--- src/rtl/rand_rect_cmd_gen.sv ---
// Random rectangle command generator: samples the LFSR word stream every STRIDE
// cycles into position/size/colour fields and offers a command on valid/ready.
`timescale 1ns/1ps
module rand_rect_cmd_gen #(
  parameter int H_RES  = 640,
  parameter int V_RES  = 480,
  parameter int STRIDE = 12
) (
  input  logic        clk,
  input  logic        reset,
  input  logic        enable,
  input  logic [11:0] rand_num,
  input  logic        cmd_ready,
  output logic        cmd_valid,
  output logic [9:0]  cmd_x,
  output logic [8:0]  cmd_y,
  output logic [6:0]  cmd_w,
  output logic [6:0]  cmd_h,
  output logic [11:0] cmd_color,
  output logic [15:0] cmd_count
);

  typedef enum logic [2:0] {
    S_IDLE, S_GX, S_GY, S_GW, S_GH, S_GC, S_OUT
  } state_t;

  localparam int CW = (STRIDE > 1) ? $clog2(STRIDE) : 1;
  localparam logic [CW-1:0] LAST  = CW'(STRIDE - 1);
  localparam logic [10:0]   H_LIM = 11'(H_RES);
  localparam logic [10:0]   V_LIM = 11'(V_RES);

  state_t         state, state_n;
  logic [CW-1:0]  cnt, cnt_n;
  logic           valid_n;
  logic [9:0]     x_n;
  logic [8:0]     y_n;
  logic [6:0]     w_n, h_n;
  logic [11:0]    color_n;
  logic [15:0]    count_n;

  logic           gather, sample;
  logic [10:0]    size_raw, w_room, h_room;

  assign gather   = (state != S_IDLE) && (state != S_OUT);
  assign sample   = gather && (cnt == LAST);
  // Size candidate and remaining room to the screen edge, compared at 11 bits.
  assign size_raw = {5'b0, rand_num[5:0]} + 11'd1;
  assign w_room   = H_LIM - {1'b0, cmd_x};
  assign h_room   = V_LIM - {2'b0, cmd_y};

  always_comb begin
    state_n = state;
    valid_n = cmd_valid;
    x_n     = cmd_x;
    y_n     = cmd_y;
    w_n     = cmd_w;
    h_n     = cmd_h;
    color_n = cmd_color;
    count_n = cmd_count;
    // Counter restarts after every sample (accept or reject) and on abort.
    cnt_n   = (gather && enable && !sample) ? cnt + CW'(1) : '0;

    if (gather && !enable) begin
      state_n = S_IDLE;
    end else begin
      case (state)
        S_IDLE: if (enable) state_n = S_GX;
        S_GX: if (sample && ({1'b0, rand_num[9:0]} < H_LIM)) begin
          x_n     = rand_num[9:0];
          state_n = S_GY;
        end
        S_GY: if (sample && ({2'b0, rand_num[8:0]} < V_LIM)) begin
          y_n     = rand_num[8:0];
          state_n = S_GW;
        end
        S_GW: if (sample) begin
          w_n     = (size_raw <= w_room) ? size_raw[6:0] : w_room[6:0];
          state_n = S_GH;
        end
        S_GH: if (sample) begin
          h_n     = (size_raw <= h_room) ? size_raw[6:0] : h_room[6:0];
          state_n = S_GC;
        end
        S_GC: if (sample) begin
          color_n = rand_num;
          valid_n = 1'b1;
          state_n = S_OUT;
        end
        S_OUT: if (cmd_ready) begin
          valid_n = 1'b0;
          count_n = cmd_count + 16'd1;
          state_n = enable ? S_GX : S_IDLE;
        end
        default: state_n = S_IDLE;
      endcase
    end
  end

  always_ff @(posedge clk or posedge reset) begin
    if (reset) begin
      state     <= S_IDLE;
      cnt       <= '0;
      cmd_valid <= 1'b0;
      cmd_x     <= '0;
      cmd_y     <= '0;
      cmd_w     <= '0;
      cmd_h     <= '0;
      cmd_color <= '0;
      cmd_count <= '0;
    end else begin
      state     <= state_n;
      cnt       <= cnt_n;
      cmd_valid <= valid_n;
      cmd_x     <= x_n;
      cmd_y     <= y_n;
      cmd_w     <= w_n;
      cmd_h     <= h_n;
      cmd_color <= color_n;
      cmd_count <= count_n;
    end
  end

endmodule

--- config.mk ---
export PLATFORM = sky130hd
export DESIGN_NAME = rand_rect_cmd_gen
export DESIGN_NICKNAME = d
export VERILOG_FILES = /design/src/rtl/rand_rect_cmd_gen.sv
export SDC_FILE = /design/constraint.sdc
export NUM_CORES = 1
export LEC_CHECK = 0
export CELL_PAD_IN_SITES_DETAIL_PLACEMENT = 1
export CELL_PAD_IN_SITES_GLOBAL_PLACEMENT = 2
export CORE_ASPECT_RATIO = 0.7
export CORE_MARGIN = 2
export CORE_UTILIZATION = 32
export CTS_CLUSTER_DIAMETER = 60
export DETAILED_ROUTE_END_ITERATION = 12
export GPL_TIMING_DRIVEN = 0
export PLACE_DENSITY_LB_ADDON = 0.05
export SLEW_MARGIN = 25
export SYNTH_ARGS = -nofsm -noshare
export SYNTH_HDL_FRONTEND = slang
export SYNTH_SLANG_ARGS = --single-unit
--- constraint.sdc ---
create_clock -name clk -period 3.1 [get_ports clk]
set_input_delay 0.93 -clock clk [delete_from_list [all_inputs] [get_ports clk]]
set_output_delay 0.93 -clock clk [all_outputs]
set_load 0.03 [all_outputs]
Yosys cells after proc, flatten, opt, wreduce, memory -nomap -nowiden
Cells that the tools add are included.
{"block": "op_classes", "add_sub_neg": 5, "order_cmp": 4, "eq_ne": 17, "mux": 16, "n_bitwise": 1, "reduce_logical": 20}
{"cell": "3-bit two-way mux", "n": 8}
{"cell": "3-bit != test (second input constant)", "n": 8}
{"cell": "7-bit by 11-bit less-or-equal comparator with 1-bit output", "n": 2}
{"cell": "3-bit one-hot mux with 7 select lines", "n": 1}
{"cell": "3-bit AND reduction", "n": 6}
{"cell": "16-bit by 1-bit adder with 16-bit output (second input constant)", "n": 1}
{"cell": "7-bit two-way mux", "n": 2}
{"cell": "10-bit by 10-bit subtractor with 11-bit output (first input constant)", "n": 1}
{"cell": "10-bit less-than comparator (second input constant)", "n": 1}
{"cell": "9-bit by 9-bit subtractor with 10-bit output (first input constant)", "n": 1}
{"cell": "3-bit equality test (second input constant)", "n": 3}
{"cell": "9-bit less-than comparator (second input constant)", "n": 1}
{"cell": "6-bit by 1-bit adder with 7-bit output (second input constant)", "n": 1}
{"cell": "1-bit logical AND", "n": 7}
{"cell": "7-bit AND reduction", "n": 1}
{"cell": "3-bit by 2-bit equality test with 1-bit output (second input constant)", "n": 2}
{"cell": "4-bit by 1-bit adder with 4-bit output (second input constant)", "n": 1}
{"cell": "4-bit equality test (second input constant)", "n": 1}
{"cell": "4-bit two-way mux", "n": 1}
{"cell": "2-bit != test (second input constant)", "n": 2}
{"cell": "4-bit AND reduction", "n": 1}
{"cell": "3-bit by 1-bit equality test with 1-bit output (second input constant)", "n": 1}
{"cell": "3-bit logical NOT", "n": 1}
{"cell": "1-bit two-way mux", "n": 3}
{"cell": "other kinds (5)", "n": 6}
{"block": "word_totals", "regBits": 69, "output_inout_bits": 62, "word_cells": 72}

Logic depth before layout (Yosys ltp)
Gate-level depths: netlist of run 1.
{"block": "logic_depth", "ltp_word": 7, "mapped_depth": 12, "ltp_nobuf": 12}

Worst setup path before layout of run 1
Ideal clock, no wire load.
{"block": "synth_timing", "path_kind": "input to register", "startpoint": "input rand_num[0]", "endpoint": "register cmd_w[3]", "arrival_ps": 3090, "required_time_ps": 2976, "path_slack_ps": -114, "cell_stages": 11, "cell_sequence": "ha_1 nand3_1 xnor2_1 ha_1 and4_1 nand4_1 nand4_1 or3_1 clkbuf_1 and3_1 a211o_1"}
{"block": "synth_between", "elab_chain_len": 3}
{"item": "start, declared", "line_no": "12", "rtl": "input logic [11:0] rand_num,"}
{"item": "6-bit by 1-bit adder with 7-bit output *", "line_no": "47", "rtl": "assign size_raw = {5'b0, rand_num[5:0]} + 11'd1;"}
{"item": "7-bit by 11-bit less-or-equal comparator with 1-bit output", "line_no": "77", "rtl": "w_n = (size_raw <= w_room) ? size_raw[6:0] : w_room[6:0];"}
{"item": "7-bit two-way mux *", "line_no": "77"}
{"item": "end signal, assigned", "line_no": "116", "rtl": "cmd_w <= w_n;"}
{"item": "end, declared", "line_no": "17", "rtl": "output logic [6:0] cmd_w,"}
Every way passes the cells marked *; elsewhere a longest branch is shown, timed or not.
A chain may end at the register's enable or synchronous reset.

Worst setup path in the final report of run 1
Same ends and word-level chain as after synthesis.

==> key figures, run 1 <==
Outcome
  – Outcome: finished, final reports clean

GRT
  – Antenna violations before repair: 0
  – Largest net degree at the start of global routing: 51
  – Overall overflow remaining after global route: 0
  – Routing usage on met2: 25.7%
  – Routing layer with the top usage in global route: met1
  – GR Layer Usage met3: under 10%
  – Via count of the first global-routing pass: 3117
  – All-Layer GR Usage: a little under a fifth
  – Global Route met1 Usage: approximately 27%
  – Global-route wire length before repair: 17500 µm

STA
  – Fmax: 328 MHz
  – Final period utilization: 98.4%
  – Max Slew Vio Count: 0
  – Headroom to the max-slew limit: approximately 62%
  – Worst setup margin: 0.0501 ns
  – Final hold violation count: 0
  – Post-Route Hold Slack: 0.471 ns
  – Worst-margin pin slew: ~0.57 ns
  – Setup-violating endpoint count in the final report: 0
  – Final Critical Period: between 3 and 4 ns
  – RSZ-0062 raised after global routing: true
  – Maximum clock skew at final layout: 0.00616 ns

Die
  – Overall die area: 12500 µm²
  – Core Footprint: around 11000 µm²
  – Standard-cell row count: 32
  – Number of top-level pins: 78
  – Initial core utilization: roughly 33%
  – Die Y: 94.1 µm
  – Die width: ~130 µm

Route
  – TritonRoute pass-1 iters: 4
  – Iter 0 DRT Violations: 94
  – Mean routed wirelength per cell: approximately 18 µm
  – Via-to-Cell Ratio: approximately 5
  – Final wirelength: between 10000 and 15000 µm
  – Post-route antenna net violation count: 0
  – DRC Markers: 0
  – Vias post-DR: 2999

Layout
  – Cell area after layout: ~5200 µm²
  – Filler cell count in the final layout: approximately 1200
  – Layout cell share with drive strength beyond 1: roughly 18%
  – Final antenna diode count: 0
  – Area added between synthesis and finish: 40.8%
  – Final core area utilization: a little under half
  – Layout net count: 474

Clock network
  – Later-pin clock latency in the skew report: roughly 0.34 ns
  – Number of buffers created by CTS: 9
  – TritonCTS clock tree: built
  – Clock-pin slew reported for the worst setup and hold paths after clock tree synthesis: about 0.060 ns
  – CTS Root Buffer Type: clkbuf_16
  – Hold_buf cts: 0
  – Count of clock tree sinks: approximately 70
  – Max H-tree Level: 3
  – Buffer levels on the longest clock path: 2

Logic synthesis
  – Netlist area before placement: approximately 3700 µm²
  – Number of enable-type register cells in the synthesized netlist: 0
  – Netlist cell types: 50
  – Synth Area per Inst: approximately 11 µm²
  – Post-synthesis sequential element count: about 70
  – Main flop type after synthesis: dfrtp_1
  – Part of the Yosys area used for sequential elements: 46.5%
  – Yosys warning count: 0
  – Syn nets: 380
  – Instance count of the mapped netlist: around 350
  – Fraction of synthesis flops using an asynchronous set or reset pin: 100%

Critical path
  – Largest driver fanout on the critical path: 10
  – Required time worst endpoint: roughly 3.3 ns
  – Kind of start point of the critical path: input port
  – Worst reg2reg path startpoint: cmd_x[0]
  – Arrival time of data at the critical path endpoint: 3.26 ns
  – Reg-to-reg critical path endpoint: cmd_w[3]
  – Endpoint of the worst setup timing path: cmd_w[3]
  – Crit path kind: in -> reg
  – R2R setup slack: 0.11 ns
  – Number of cells on the worst reg-to-reg path: 12
  – Critical path capture point type: register
  – Timing startpoint of the critical path: rand_num[0]

Placed design
  – Routability-driven placement congestion ratio: approximately 0.80
  – Worst slack, placed: -0.993 ns
  – Port buffer count: 77
  – HPWL Detailed: about 8100 µm
  – Total cell area at the placement stage: 4720 µm²

Run
  – Max-cap violations: 0

Power and ir drop
  – Worst supply voltage drop on vdd: approximately 0.28 mV
  – Leakage power summed over all cells: about 2.3 nW
  – P per Cell Area: 433 nW/µm²

Worst hold path
  – Tightest Hold Check Type: reg -> reg
[synth_stat cells, types with 4 or more instances]
cell / number / area [µm²]
nand2_1: 29 / 109
mux2_1: 13 / 146
a31oi_1: 4 / 25.0
o21ai_1: 9 / 45.0
xnor2_1: 19 / 166
xor2_1: 11 / 96.3
a21oi_1: 9 / 45.0
clkbuf_1: 8 / 30.0
o211ai_1: 4 / 30.0
inv_1: 14 / 52.6
nor3_1: 5 / 25.0
nand4_1: 6 / 37.5
dfrtp_1: 69 / 1730
nor3b_1: 4 / 30.0
and3_1: 5 / 31.3
o21ai_0: 7 / 35.0
and4_1: 4 / 35.0
mux2_2: 18 / 203
ha_1: 18 / 225
nand3_1: 16 / 80.1
mux2i_1: 5 / 50.1
nor2_1: 26 / 97.6
[timing repair]
| item | in CTS | in global routing |
|---|---|---|
| pin swaps | 2 | 4 |
| resized for setup | 36 | 22 |
| buffers inserted | 3 | 2 |
| setup endpoints to repair | 13 | 22 |
[cell families after synthesis]
logic type | after synthesis | synth area share (%)
flops | 69 | 46.5
fa+ha+maj | 18 | 6.07
mux | 38 | 11.6
compound gates | 49 | 9.11
xor+xnor | 30 | 7.08
buf+inv | 26 | 2.90
simple gates | 116 | 16.7
[metrics by stage]
step	power [mW]	TNS, ns	std cells
after detailed placement	1.05	-14.67	577
final	2.26	0	598
after CTS	2.28	0	596
after floorplan	0.986	0	346
after global placement	1.04	-78.30	576
after global routing	2.34	-0.0384	598
[metal layers]
| layer | up-vias | wire [µm] |
|---|---|---|
| met3 | 13 | 729 |
| met4 | 0 | 115 |
| met1 | 1471 | 5610 |
| met5 | - | 0 |
| li1 | 1432 | - |
| met2 | 83 | 4460 |
[sequential cells by signal, indices dropped and copies added (netlist names)]
signal,count
cmd_w,7
cmd_y,9
cmd_count,16
state,3
cmd_valid,1
cmd_color,12
cmd_h,7
cnt,4
cmd_x,10
[worst max-delay path: stages]
cell	delay (ns)
buf_4	0.15
ha_4	0.16
nand3_1	0.12
xnor2_2	0.23
ha_1	0.30
and4_1	0.21
nand4_1	0.09
nand4_1	0.11
or3_4	0.35
clkbuf_8	0.17
and3_1	0.16
a211o_1	0.26
[area by class of cell]
cell class / count / area (µm²) / area share [%]
multi-input cells: 251 / 1990 / 38.2
flip-flops and latches: 69 / 1730 / 33.1
repair buffers: 83 / 837 / 16.0
clock buffers: 11 / 243 / 4.65
well taps: 153 / 191 / 3.67
clock inverters: 5 / 108 / 2.06
plain buffers: 12 / 66.3 / 1.27
inverters: 14 / 55.1 / 1.05
[cell usage in the layout (no fill, tap or decap), types with 11 or more instances in the layout]
cell and instances:
mux2_2 18, xor2_1 11, mux2_1 13, xnor2_1 13
inv_1 12, dfrtp_1 67, nand2_1 28, nand3_1 15
nor2_1 23, ha_1 15, clkdlybuf4s50_1 71
[power breakdown]
group,switching (mW),internal [mW],total (mW)
registers,0.00104,0.903,0.904
clock network,0.404,0.811,1.22
logic,0.0832,0.0615,0.145
[worst min-delay path by stage]
stage               slack, ns  startpoint  cells after the start      to
finish                   0.47      cnt[0]                      1  cnt[0]
global route             0.48      cnt[0]                      1  cnt[0]
CTS                      0.47      cnt[0]                      1  cnt[0]
detailed placement       0.46      cnt[0]                      1  cnt[0]
global placement         0.46      cnt[0]                      1  cnt[0]
floorplan                0.43      cnt[0]                      1  cnt[0]
Power figures use the tool's default switching activity.
==> inputs of run 2 (changes only) <==
Settings changed: SKIP_CTS_REPAIR_TIMING set to 1, SLEW_MARGIN 25 to 30.
==> run 2 against run 1 <==
Net effect: routed wire length decreased by 3.1%; fmax rose by 3.0%; worst hold slack worse by 0.0058 ns; highest routed layer unchanged; sequential share of layout area up 0.22 points; flip-flop and latch count is the same; largest cell class unchanged; worst setup slack improved by 0.089 ns; via count fell by 2.3%; largest power group unchanged; count of clock-buffer cells in the layout fell by 1; sequential power about the same; register-to-register slack better by 0.06 ns.
==> key figures, run 2 (synthesis results as in run 1) <==
GRT
  – Global-route wire length before repair: roughly 17000 µm
  – Antenna violations before repair: 0
  – All-Layer GR Usage: around 18%
  – Largest net degree at the start of global routing: 49
  – Via count of the first global-routing pass: between 3000 and 4000
  – Overall overflow remaining after global route: 0

Layout
  – Number of flip-flops under the largest register name: 16
  – Largest registers in the final layout: cmd_count: 16 flops, cmd_color: 12 flops, cmd_x: 10 flops
  – Layout cell share with drive strength beyond 1: 18.3%
  – Cell Count, Final, Fillers Out: just under 600
  – Layout net count: 472
  – Top reg by flops: cmd_count
  – Area added between synthesis and finish: 40.0%
  – Final antenna diode count: 0
  – Top library cells by usage in the layout, fill and taps aside: clkdlybuf4s50_1 (71), dfrtp_1 (66), nand2_1 (28), nor2_1 (24), mux2_2 (18)
  – Commonest non-fill, non-tap cell in the layout: clkdlybuf4s50_1

Clock network
  – CTS Root Buffer Type: clkbuf_16
  – Max H-tree Level: 3
  – Count of clock tree sinks: just under 70
  – Number of buffers created by CTS: 9
  – Later-pin clock latency in the skew report: about 0.33 ns
  – TritonCTS clock tree: built
  – Clock-pin slew reported for the worst setup and hold paths after clock tree synthesis: 0.06 ns
  – Buffer levels on the longest clock path: 2

Critical path
  – Required time worst endpoint: approximately 3.4 ns
  – Cell with the biggest individual delay on the critical path: ha_1
  – Arrival time of data at the critical path endpoint: approximately 3.2 ns
  – Number of cells on the worst reg-to-reg path: 11
  – Crit-path max cell delay: around 0.31 ns
  – Critical path capture point type: register
  – Worst reg2reg path startpoint: cmd_x[3]
  – Reg-to-reg critical path endpoint: cmd_w[3]
  – Crit path kind: in -> reg
  – R2R setup slack: ~0.17 ns
  – Worst path cell trace: clkbuf_4, nand3_2, nor2_2, xnor2_2, inv_1, ha_1, and4_1, nand3_1, o221ai_2, a221oi_4, buf_12, mux2_4, o21ai_1
  – Kind of start point of the critical path: input port
  – Largest driver fanout on the critical path: 7

Die
  – Number of top-level pins: about 80
  – Core Footprint: roughly 11000 µm²
  – Die width: between 100 and 150 µm
  – Overall die area: between 10000 and 15000 µm²
  – Standard-cell row count: 32
  – Die Y: roughly 94 µm
  – Initial core utilization: between 30% and 40%

Route
  – Iter 0 DRT Violations: between 100 and 150
  – Top Layer Used: met4
  – Routed wire length on met2: ~4300 µm
  – TritonRoute pass-1 iters: 4
  – Via-to-Cell Ratio: slightly below 5
  – Vias post-DR: 2929
  – Mean routed wirelength per cell: 17.7 µm
  – DRC Markers: 0
  – Post-route antenna net violation count: 0
  – Final wirelength: between 10000 and 15000 µm
  – Met3 WL: 617 µm
  – Wl on met1: approximately 5600 µm

STA
  – Final Critical Period: 2.96 ns
  – Worst-margin pin slew: around 0.58 ns
  – Headroom to the max-slew limit: ~60%
  – Setup TNS after final layout: 0 ns
  – Maximum clock skew at final layout: 0.00419 ns
  – Final period utilization: a little over nine tenths
  – Setup-violating endpoint count in the final report: 0
  – Max Slew Vio Count: 0
  – Final hold violation count: 0
  – Fmax: around 340 MHz
  – Post-Route Hold Slack: between 0.4 and 0.5 ns

Placed design
  – Port buffer count: 77
  – Cell total after placement: about 580
  – Routability-driven placement congestion ratio: 0.801
  – HPWL Detailed: 8040 µm

Run
  – Max-cap violations: 0

Power and ir drop
  – Leakage power summed over all cells: 2.32 nW
  – P per Cell Area: 417 nW/µm²
  – Final total power: around 2.2 mW
  – Worst supply voltage drop on vdd: around 0.25 mV

Worst hold path
  – Critical hold path startpoint: cnt[0]
  – Tightest Hold Check Type: reg -> reg
  – Number of cells on the worst hold path: 1
  – End point of the worst hold path: cnt[0]

Outcome
  – Outcome: finished, final reports clean
-- run 2: how the worst max path moves through the flow --
stage	end	cells past startpoint	slack, ns	start
final	cmd_h[5]	13	0.14	rand_num[2]
after detailed placement	cmd_h[5]	11	-0.99	rand_num[0]
after global routing	cmd_h[2]	13	-0.02	rand_num[2]
after floorplan	cmd_w[3]	11	0.002	rand_num[0]
after CTS	cmd_h[5]	11	-0.65	rand_num[0]
after global placement	cmd_h[5]	11	-0.98	rand_num[0]
-- run 2: metrics by stage --
stage	worst slack (ns)	cell area, µm²	utilization [%]
floorplan	0.00247	3730	-
global placement	-0.985	4690	42.0
detailed placement	-0.992	4720	42.2
finish	0.139	5190	46.5
CTS	-0.651	5040	45.2
global route	-0.0249	5190	46.5
-- run 2: power breakdown --
group | internal [mW] | switching, mW
clock | 0.724 | 0.399
combinational | 0.0590 | 0.0813
sequential | 0.903 | 0.000994
total | 1.69 | 0.481
-- run 2: critical path, delay by kind of cell --
| kind | cells | cell delay (ns) |
|---|---|---|
| and+or+nand+nor | 4 | 0.55 |
| AOI/OAI and AO/OA | 3 | 0.49 |
| buffers and inverters | 3 | 0.47 |
| adders and majority gates | 1 | 0.31 |
| muxes | 1 | 0.29 |
| xor gates and xnor gates | 1 | 0.17 |
-- run 2: per-layer routing --
metal / track usage [%] / up-vias
met5: 0 / -
met4: 4.57 / 0
met3: 5.72 / 9
met2: 25.4 / 58
met1: 26.4 / 1438
li1: - / 1424
-- run 2: area by class of cell --
| cell class | instances | area (µm²) |
|---|---|---|
| repair buffers | 81 | 821 |
| inverters | 14 | 55.1 |
| well taps | 153 | 191 |
| clock inverters | 6 | 86.3 |
| fillers | 1183 | 5980 |
| multi-input cells | 251 | 2000 |
| flip-flops and latches | 69 | 1730 |
| plain buffers | 12 | 66.3 |
| clock buffers | 10 | 239 |
